### config.mk
export PLATFORM = sky130hd
export DESIGN_NAME = rst_seq_ctrl
export DESIGN_NICKNAME = d
export VERILOG_FILES = /design/src/rtl/rst_seq_ctrl.sv
export SDC_FILE = /design/constraint.sdc
export NUM_CORES = 1
export LEC_CHECK = 0
export BUFFER_PORTS_ARGS = -buffer_cell sky130_fd_sc_hd__buf_2
export CORE_MARGIN = 4
export CORE_UTILIZATION = 51
export CTS_CLUSTER_DIAMETER = 200
export DETAILED_ROUTE_END_ITERATION = 6
export HOLD_SLACK_MARGIN = 0.06
export PLACE_DENSITY = 0.76
export SYNTH_ARGS = -nofsm -noshare
export SYNTH_HDL_FRONTEND = slang
export SYNTH_SLANG_ARGS = --single-unit
### constraint.sdc
create_clock -name Clk_CI -period 2.2 [get_ports Clk_CI]
set_input_delay 0.22 -clock Clk_CI [delete_from_list [all_inputs] [get_ports Clk_CI]]
set_output_delay 0.22 -clock Clk_CI [all_outputs]
set_load 0.1 [all_outputs]
### src/rtl/rst_seq_ctrl.sv
// Power-domain style clock/reset sequencer: brings N domains up one at a time
// (clock enable first, then reset release) and tears them down in reverse order.
module rst_seq_ctrl #(
  parameter int N_DOMAINS   = 4,
  parameter int DLY_W       = 8,
  parameter int CLK_EN_LEAD = 2
) (
  input  logic                         Clk_CI,
  input  logic                         Rst_RI,
  input  logic                         Start_SI,
  input  logic                         Stop_SI,
  input  logic [N_DOMAINS*DLY_W-1:0]   Dly_DI,
  output logic [N_DOMAINS-1:0]         ClkEn_SO,
  output logic [N_DOMAINS-1:0]         Rst_RBO,
  output logic                         Busy_SO,
  output logic                         Up_SO,
  output logic                         Done_SO
);

  localparam int LW = $clog2(CLK_EN_LEAD + 1);
  localparam int CW = (DLY_W > LW) ? DLY_W : LW;
  localparam int IW = (N_DOMAINS > 1) ? $clog2(N_DOMAINS) : 1;
  localparam logic [CW-1:0] LEAD_RELOAD = CW'(CLK_EN_LEAD - 1);
  localparam logic [IW-1:0] LAST_IDX    = IW'(N_DOMAINS - 1);

  typedef enum logic [2:0] {
    IDLE, EN_CLK, REL_RST, SETTLE, UP, ASSERT_RST, GATE_CLK
  } state_e;

  state_e                     state_q;
  logic [IW-1:0]              idx_q;
  logic [CW-1:0]              cnt_q;
  logic [N_DOMAINS*DLY_W-1:0] dly_q;
  logic [DLY_W-1:0]           dly_arr [N_DOMAINS];

  for (genvar gi = 0; gi < N_DOMAINS; gi++) begin : g_dly
    assign dly_arr[gi] = dly_q[gi*DLY_W +: DLY_W];
  end

  always_ff @(posedge Clk_CI) begin
    Done_SO <= 1'b0;
    if (Rst_RI) begin
      state_q  <= IDLE;
      idx_q    <= '0;
      cnt_q    <= '0;
      dly_q    <= '0;
      ClkEn_SO <= '0;
      Rst_RBO  <= '0;
      Busy_SO  <= 1'b0;
      Up_SO    <= 1'b0;
    end else begin
      case (state_q)
        IDLE: begin
          if (Start_SI && !Stop_SI) begin
            dly_q   <= Dly_DI;
            idx_q   <= '0;
            Busy_SO <= 1'b1;
            state_q <= EN_CLK;
          end
        end
        EN_CLK: begin
          if (Stop_SI) begin
            state_q <= ASSERT_RST;
          end else begin
            ClkEn_SO[idx_q] <= 1'b1;
            cnt_q           <= LEAD_RELOAD;
            state_q         <= REL_RST;
          end
        end
        REL_RST: begin
          if (Stop_SI) begin
            state_q <= ASSERT_RST;
          end else if (cnt_q != '0) begin
            cnt_q <= cnt_q - CW'(1);
          end else begin
            Rst_RBO[idx_q] <= 1'b1;
            cnt_q          <= CW'(dly_arr[idx_q]);
            state_q        <= SETTLE;
          end
        end
        SETTLE: begin
          if (Stop_SI) begin
            state_q <= ASSERT_RST;
          end else if (cnt_q != '0) begin
            cnt_q <= cnt_q - CW'(1);
          end else if (idx_q == LAST_IDX) begin
            Up_SO   <= 1'b1;
            Busy_SO <= 1'b0;
            state_q <= UP;
          end else begin
            // Next domain's clock starts here, so its lead count begins now.
            ClkEn_SO[idx_q + IW'(1)] <= 1'b1;
            idx_q                    <= idx_q + IW'(1);
            cnt_q                    <= LEAD_RELOAD;
            state_q                  <= REL_RST;
          end
        end
        UP: begin
          if (Stop_SI) state_q <= ASSERT_RST;
        end
        ASSERT_RST: begin
          Rst_RBO[idx_q] <= 1'b0;
          Up_SO          <= 1'b0;
          Busy_SO        <= 1'b1;
          cnt_q          <= LEAD_RELOAD;
          state_q        <= GATE_CLK;
        end
        GATE_CLK: begin
          if (cnt_q != '0) begin
            cnt_q <= cnt_q - CW'(1);
          end else if (idx_q != '0) begin
            ClkEn_SO[idx_q] <= 1'b0;
            idx_q           <= idx_q - IW'(1);
            state_q         <= ASSERT_RST;
          end else if (ClkEn_SO[0]) begin
            // Domain 0 gated now; completion is reported one cycle later.
            ClkEn_SO[0] <= 1'b0;
          end else begin
            Busy_SO <= 1'b0;
            Done_SO <= 1'b1;
            state_q <= IDLE;
          end
        end
        default: state_q <= IDLE;
      endcase
    end
  end

endmodule

# Yosys cells after proc, flatten, opt, wreduce, memory -nomap -nowiden
# Index checks and enable logic that the tools add are counted.
classes:
  n_reduce_logical: 23
  n_eq_ne: 25
  bitwise_logic: 8
  mux: 58
  n_lt_le_gt_ge: 5
  addsub: 3
ops:
  columns: ["operator", "count"]
  rows:
  - ["$mux 8", 9]
  - ["$pmux 8 s5", 1]
  - ["$mux 3", 12]
  - ["$mux 4", 7]
  - ["$ne 2x2->1 const B", 14]
  - ["$pmux 3 s7", 1]
  - ["$reduce_and 6->1", 3]
  - ["$bmux 8 s2", 1]
  - ["$mux 1", 14]
  - ["$reduce_and 7->1", 2]
  - ["$mux 2", 6]
  - ["$ne 3x3->1 const B", 4]
  - ["$or 4x4->4", 3]
  - ["$pmux 4 s3", 1]
  - ["$eq 3x3->1 const B", 3]
  - ["$and 4x4->4", 2]
  - ["$pmux 4 s2", 1]
  - ["$reduce_and 8->1", 1]
  - ["$reduce_bool 8->1", 1]
  - ["$sub 8x1->8 const B", 1]
  - ["$eq 3x2->1 const B", 2]
  - ["$lt 2x3->1 const B", 2]
  - ["$pmux 2 s3", 1]
  - ["$reduce_bool 2->1", 3]
  - ["other kinds (22)", 27]
word_totals:
  register_bits: 56
  out_inout_bits: 11
  in_bits: 36

# Logic depth before layout (Yosys ltp)
logic_depth:
  ltp_word: 10
  depth_mapped: 9
  ltp_nobuf: 7

# Worst setup path after synthesis
# No wires, ideal clock.
synth_path:
  path_type: "register to register"
  start: "register idx_q[1]"
  end: "register idx_q[0]"
  period_less_slack_ns: 2.068
  setup_ns: 0.070
  path_stages_with_launch: 10
  t_arrival_ns: 1.997
  slack_ns: 0.132
  cell_sequence: "dfxtp_1 clkbuf_1 inv_1 ha_1 clkbuf_1 nand3b_1 a21oi_1 o221ai_2 or3_1 a21oi_1"
synth_between:
  elab_chain_len: 3
  elab_cells_between_ends: 5
  classes_between: "eq/ne: 3; reduce/logical: 2"
synth_rtl:
  columns: ["element", "line", "text"]
  rows:
  - ["start: declaration", "31", "logic [IW-1:0] idx_q;"]
  - ["start signal: assignment", "93", "idx_q <= idx_q + IW'(1);"]
  - ["start signal: assignment", "113", "idx_q <= idx_q - IW'(1);"]
  - ["$eq 2x2->1 / $reduce_bool 2->1 (equally long branches)", "86, 111", null]
  - ["$ne 2x2->1 (no source line)", null, null]
  - ["$reduce_and 7->1 (no source line) (*)", null, null]
# Mark *: on every way between the ends. The rest lies on a longest branch, timed or not.
# A chain may end at the register's enable or synchronous reset.

# Worst setup path in the final report
layout_path:
  start: "register cnt_q[1]"
  end: "register ClkEn_SO[1]"
layout_between:
  elab_chain_len: 3
  elab_cells_between_ends: 4
  classes_between: "eq/ne: 2; reduce/logical: 2"
layout_rtl:
  columns: ["element", "line", "text"]
  rows:
  - ["start: declaration", "32", "logic [CW-1:0] cnt_q;"]
  - ["start signal: assignment", "74", "cnt_q <= cnt_q - CW'(1);"]
  - ["start signal: assignment", "77", "cnt_q <= CW'(dly_arr[idx_q]);"]
  - ["start signal: assignment", "85", "cnt_q <= cnt_q - CW'(1);"]
  - ["$reduce_bool 8->1 (*)", "84, 109", null]
  - ["$ne 2x2->1 (no source line)", null, null]
  - ["$reduce_and 7->1 (no source line) (*)", null, null]
  - ["end signal: indexed assignment", "65", "ClkEn_SO[idx_q] <= 1'b1;"]
  - ["end signal: indexed assignment", "92", "ClkEn_SO[idx_q + IW'(1)] <= 1'b1;"]
  - ["end signal: indexed assignment", "112", "ClkEn_SO[idx_q] <= 1'b0;"]
  - ["end: declaration", "13", "output logic [N_DOMAINS-1:0] ClkEn_SO,"]
# Marked as above.

==> results.json <==
{
  "outcome": "finished clean",
  "fin_nets": 447,
  "synthTopCellsByCount": "nand2_1, dfxtp_1, a21oi_1",
  "setup_tns_ns": 0,
  "grt_pass1_wl_mm": 11.4,
  "async_reset_ff_share_pct": 0,
  "setup_viol_count_final": 0,
  "rsz0062_at_grt": "false",
  "std_cell_rows": 27,
  "power_mw": 2.99,
  "worstMarginPinSlew_ns": 0.601,
  "critPathKind": "reg2reg",
  "arrival_ns": 2.26,
  "antenna_found_initial": 0,
  "coreArea_um2": 5540,
  "drv_cap": 0,
  "die_h_um": 83.8,
  "finalNonFillerCells": 478,
  "grt_start_max_net_pins": 33,
  "ys_warn_count": 0,
  "io_buffers": 46,
  "final_area_um2": 3410,
  "synth-seq-cells": 56,
  "powerDensity_nw_per_um2": 876,
  "postCtsHoldBufs": 0,
  "grt_pass1_vias": 2430,
  "worst_clock_skew_ns": 0.00776,
  "synthCells": 363,
  "synth.most_common_cell": "nand2_1",
  "fmaxAchievable_mhz": 486,
  "grt_overflow_total": 0,
  "track_usage_pct": 19.4,
  "crit_path_max_fanout": 7,
  "drtIter0Drc": 248,
  "num_antenna_cells": 0,
  "ant_nets": 0,
  "clk_pin_slew_ns": 0.11,
  "relSlewSlack_pct": 59.9,
  "wire_per_inst_um": 14.3,
  "clock_sinks": 56,
  "io_pins": 47,
  "report.final.slew_viol_count": 0,
  "h-tree-depth": 2,
  "end_kind": "flip-flop",
  "yosys-top-cells-area": "dfxtp_1, nand2_1, a21oi_1",
  "gp_congestion": 0.907,
  "dpl.hpwl_mm": 4.87,
  "ys_seq_area_share_pct": 38.3,
  "cts-root-buf": "clkbuf_8",
  "dr.pass1.iters": 4,
  "leakagePower_nw": 1.33,
  "min_period_ns": 2.06,
  "start_kind": "flip-flop",
  "area_growth_syn_to_layout_pct": 16.5,
  "synth-main-ff-cell": "dfxtp_1",
  "hold_path.class": "in2reg",
  "vdd_drop_max_mv": 0.625,
  "num_vias": 2692,
  "synth_edf_count": 0,
  "drt-total-wl_mm": 6.85,
  "worstPathRequired_ns": 2.40,
  "final_layout_size_suffix_gt1_share_pct": 23.2,
  "cts_tree": "done",
  "dpl_cell_area_um2": 3250,
  "cts_buffers": 5,
  "synth_cell_type_count": 55,
  "synth_top_area_share_pct": 38.3,
  "synthesis.area_um2": 2930,
  "route.detailed.drc": 0,
  "die_x_um": 83.8,
  "hold_viol": 0,
  "syn_avg_cell_area_um2": 8.06,
  "dieArea_um2": 7010,
  "initial_core_util_pct": 52.8,
  "clk_path_buf_depth": 2,
  "fin_crit_sh_pct": 93.5,
  "routed_via_density": 5.63,
  "dp.cells": 469,
  "syn_nets": 405,
  "synth_top_cell_by_area": "dfxtp_1",
  "worstSkewPairLatency_ns": 0.32
}
final timing paths:
| kind | startpoint | to | slack (ns) | cells past startpoint |
|---|---|---|---|---|
| worst min-delay path | Dly_DI[21] | dly_q[21] | 0.12 | 3 |
| worst min register to register | dly_q[21] | dly_q[21] | 0.46 | 2 |
| worst max register to register | cnt_q[1] | ClkEn_SO[1] | 0.14 | 7 |
| worst max-delay path | cnt_q[1] | ClkEn_SO[1] | 0.14 | 7 |
kinds of logic (layout without fill, tap and decap cells):
| group | count (synthesis) | in the layout | synth area share [%] |
|---|---|---|---|
| and+or+nand+nor | 145 | 145 | 23.5 |
| AOI/OAI and AO/OA | 97 | 97 | 20.5 |
| muxes | 15 | 15 | 8.64 |
| xor gates and xnor gates | 2 | 2 | 0.599 |
| DFF | 56 | 56 | 38.3 |
| adders and majority gates | 6 | 6 | 2.57 |
| buffers and inverters | 42 | 85 | 5.86 |
cells in the final DEF (no fill, tap or decap), drive strengths merged, types with 2 or more instances in the layout:
| cell | instances |
|---|---|
| and3 | 2 |
| nor2b | 2 |
| or2 | 3 |
| clkbuf | 5 |
| ha | 6 |
| buf | 62 |
| bufinv | 2 |
| nor4 | 2 |
| a211oi | 11 |
| or3 | 2 |
| o21ai | 15 |
| a31oi | 3 |
| mux2i | 5 |
| mux2 | 2 |
| dfxtp | 56 |
| nand3 | 6 |
| nand2b | 6 |
| a32oi | 2 |
| o311ai | 2 |
| a21oi | 48 |
| and2 | 2 |
| nor2 | 16 |
| nor3 | 11 |
| inv | 16 |
| nand3b | 4 |
| or3b | 3 |
| o31ai | 2 |
| o211ai | 3 |
| a211o | 3 |
| nand2 | 81 |
| mux4 | 8 |
power breakdown:
group | internal, mW | switching (mW) | leakage (nW)
clock network | 0.458 | 0.352 | 0.0687
registers | 1.10 | 0.0809 | 0.455
logic | 0.390 | 0.607 | 0.804
flip-flops by register name, summed over array words and instances, names as in the netlist, named ones only:
name      cells
dly_q        32
cnt_q         8
ClkEn_SO      4
state_q       3
idx_q         2
Busy_SO       1
Done_SO       1
Up_SO         1
stage by stage:
stage	util [%]	hold slack [ns]	worst slack [ns]
2_1_floorplan	-	0.356	0.132
3_3_place_gp	58.6	0.439	0.132
3_5_place_dp	58.6	0.448	0.0572
4_1_cts	61.1	0.125	0.0324
5_1_grt	61.5	0.124	0.0348
6_report	61.5	0.124	0.144
area by class of cell:
cell class | instances | area, um^2
Clock buffer | 5 | 68.8
Multi-Input combinational cell | 265 | 1650
Clock inverter | 3 | 68.8
Tap cell | 72 | 90.1
Fill cell | 506 | 2130
Sequential cell | 56 | 1120
Timing Repair Buffer | 62 | 350
Inverter | 15 | 56.3
critical path: stages, from the launching register on:
cell      delay (ns)
dfxtp_1         0.36
inv_1           0.09
ha_1            0.21
or3b_4          0.47
or2_4           0.29
nor2_4          0.11
a311oi_1        0.09
or3_1           0.32
metal layers:
layer	wire [um]	track usage, %
met1	3230	26.0
met2	3100	31.2
met3	402	3.75
met4	123	7.02
met5	0	0
repair_timing:
item,in CTS,in global routing
gates resized for setup,0,4
setup endpoints to repair,0,12
buffers inserted,0,1
Note: power is estimated with default switching activity, not from simulation.
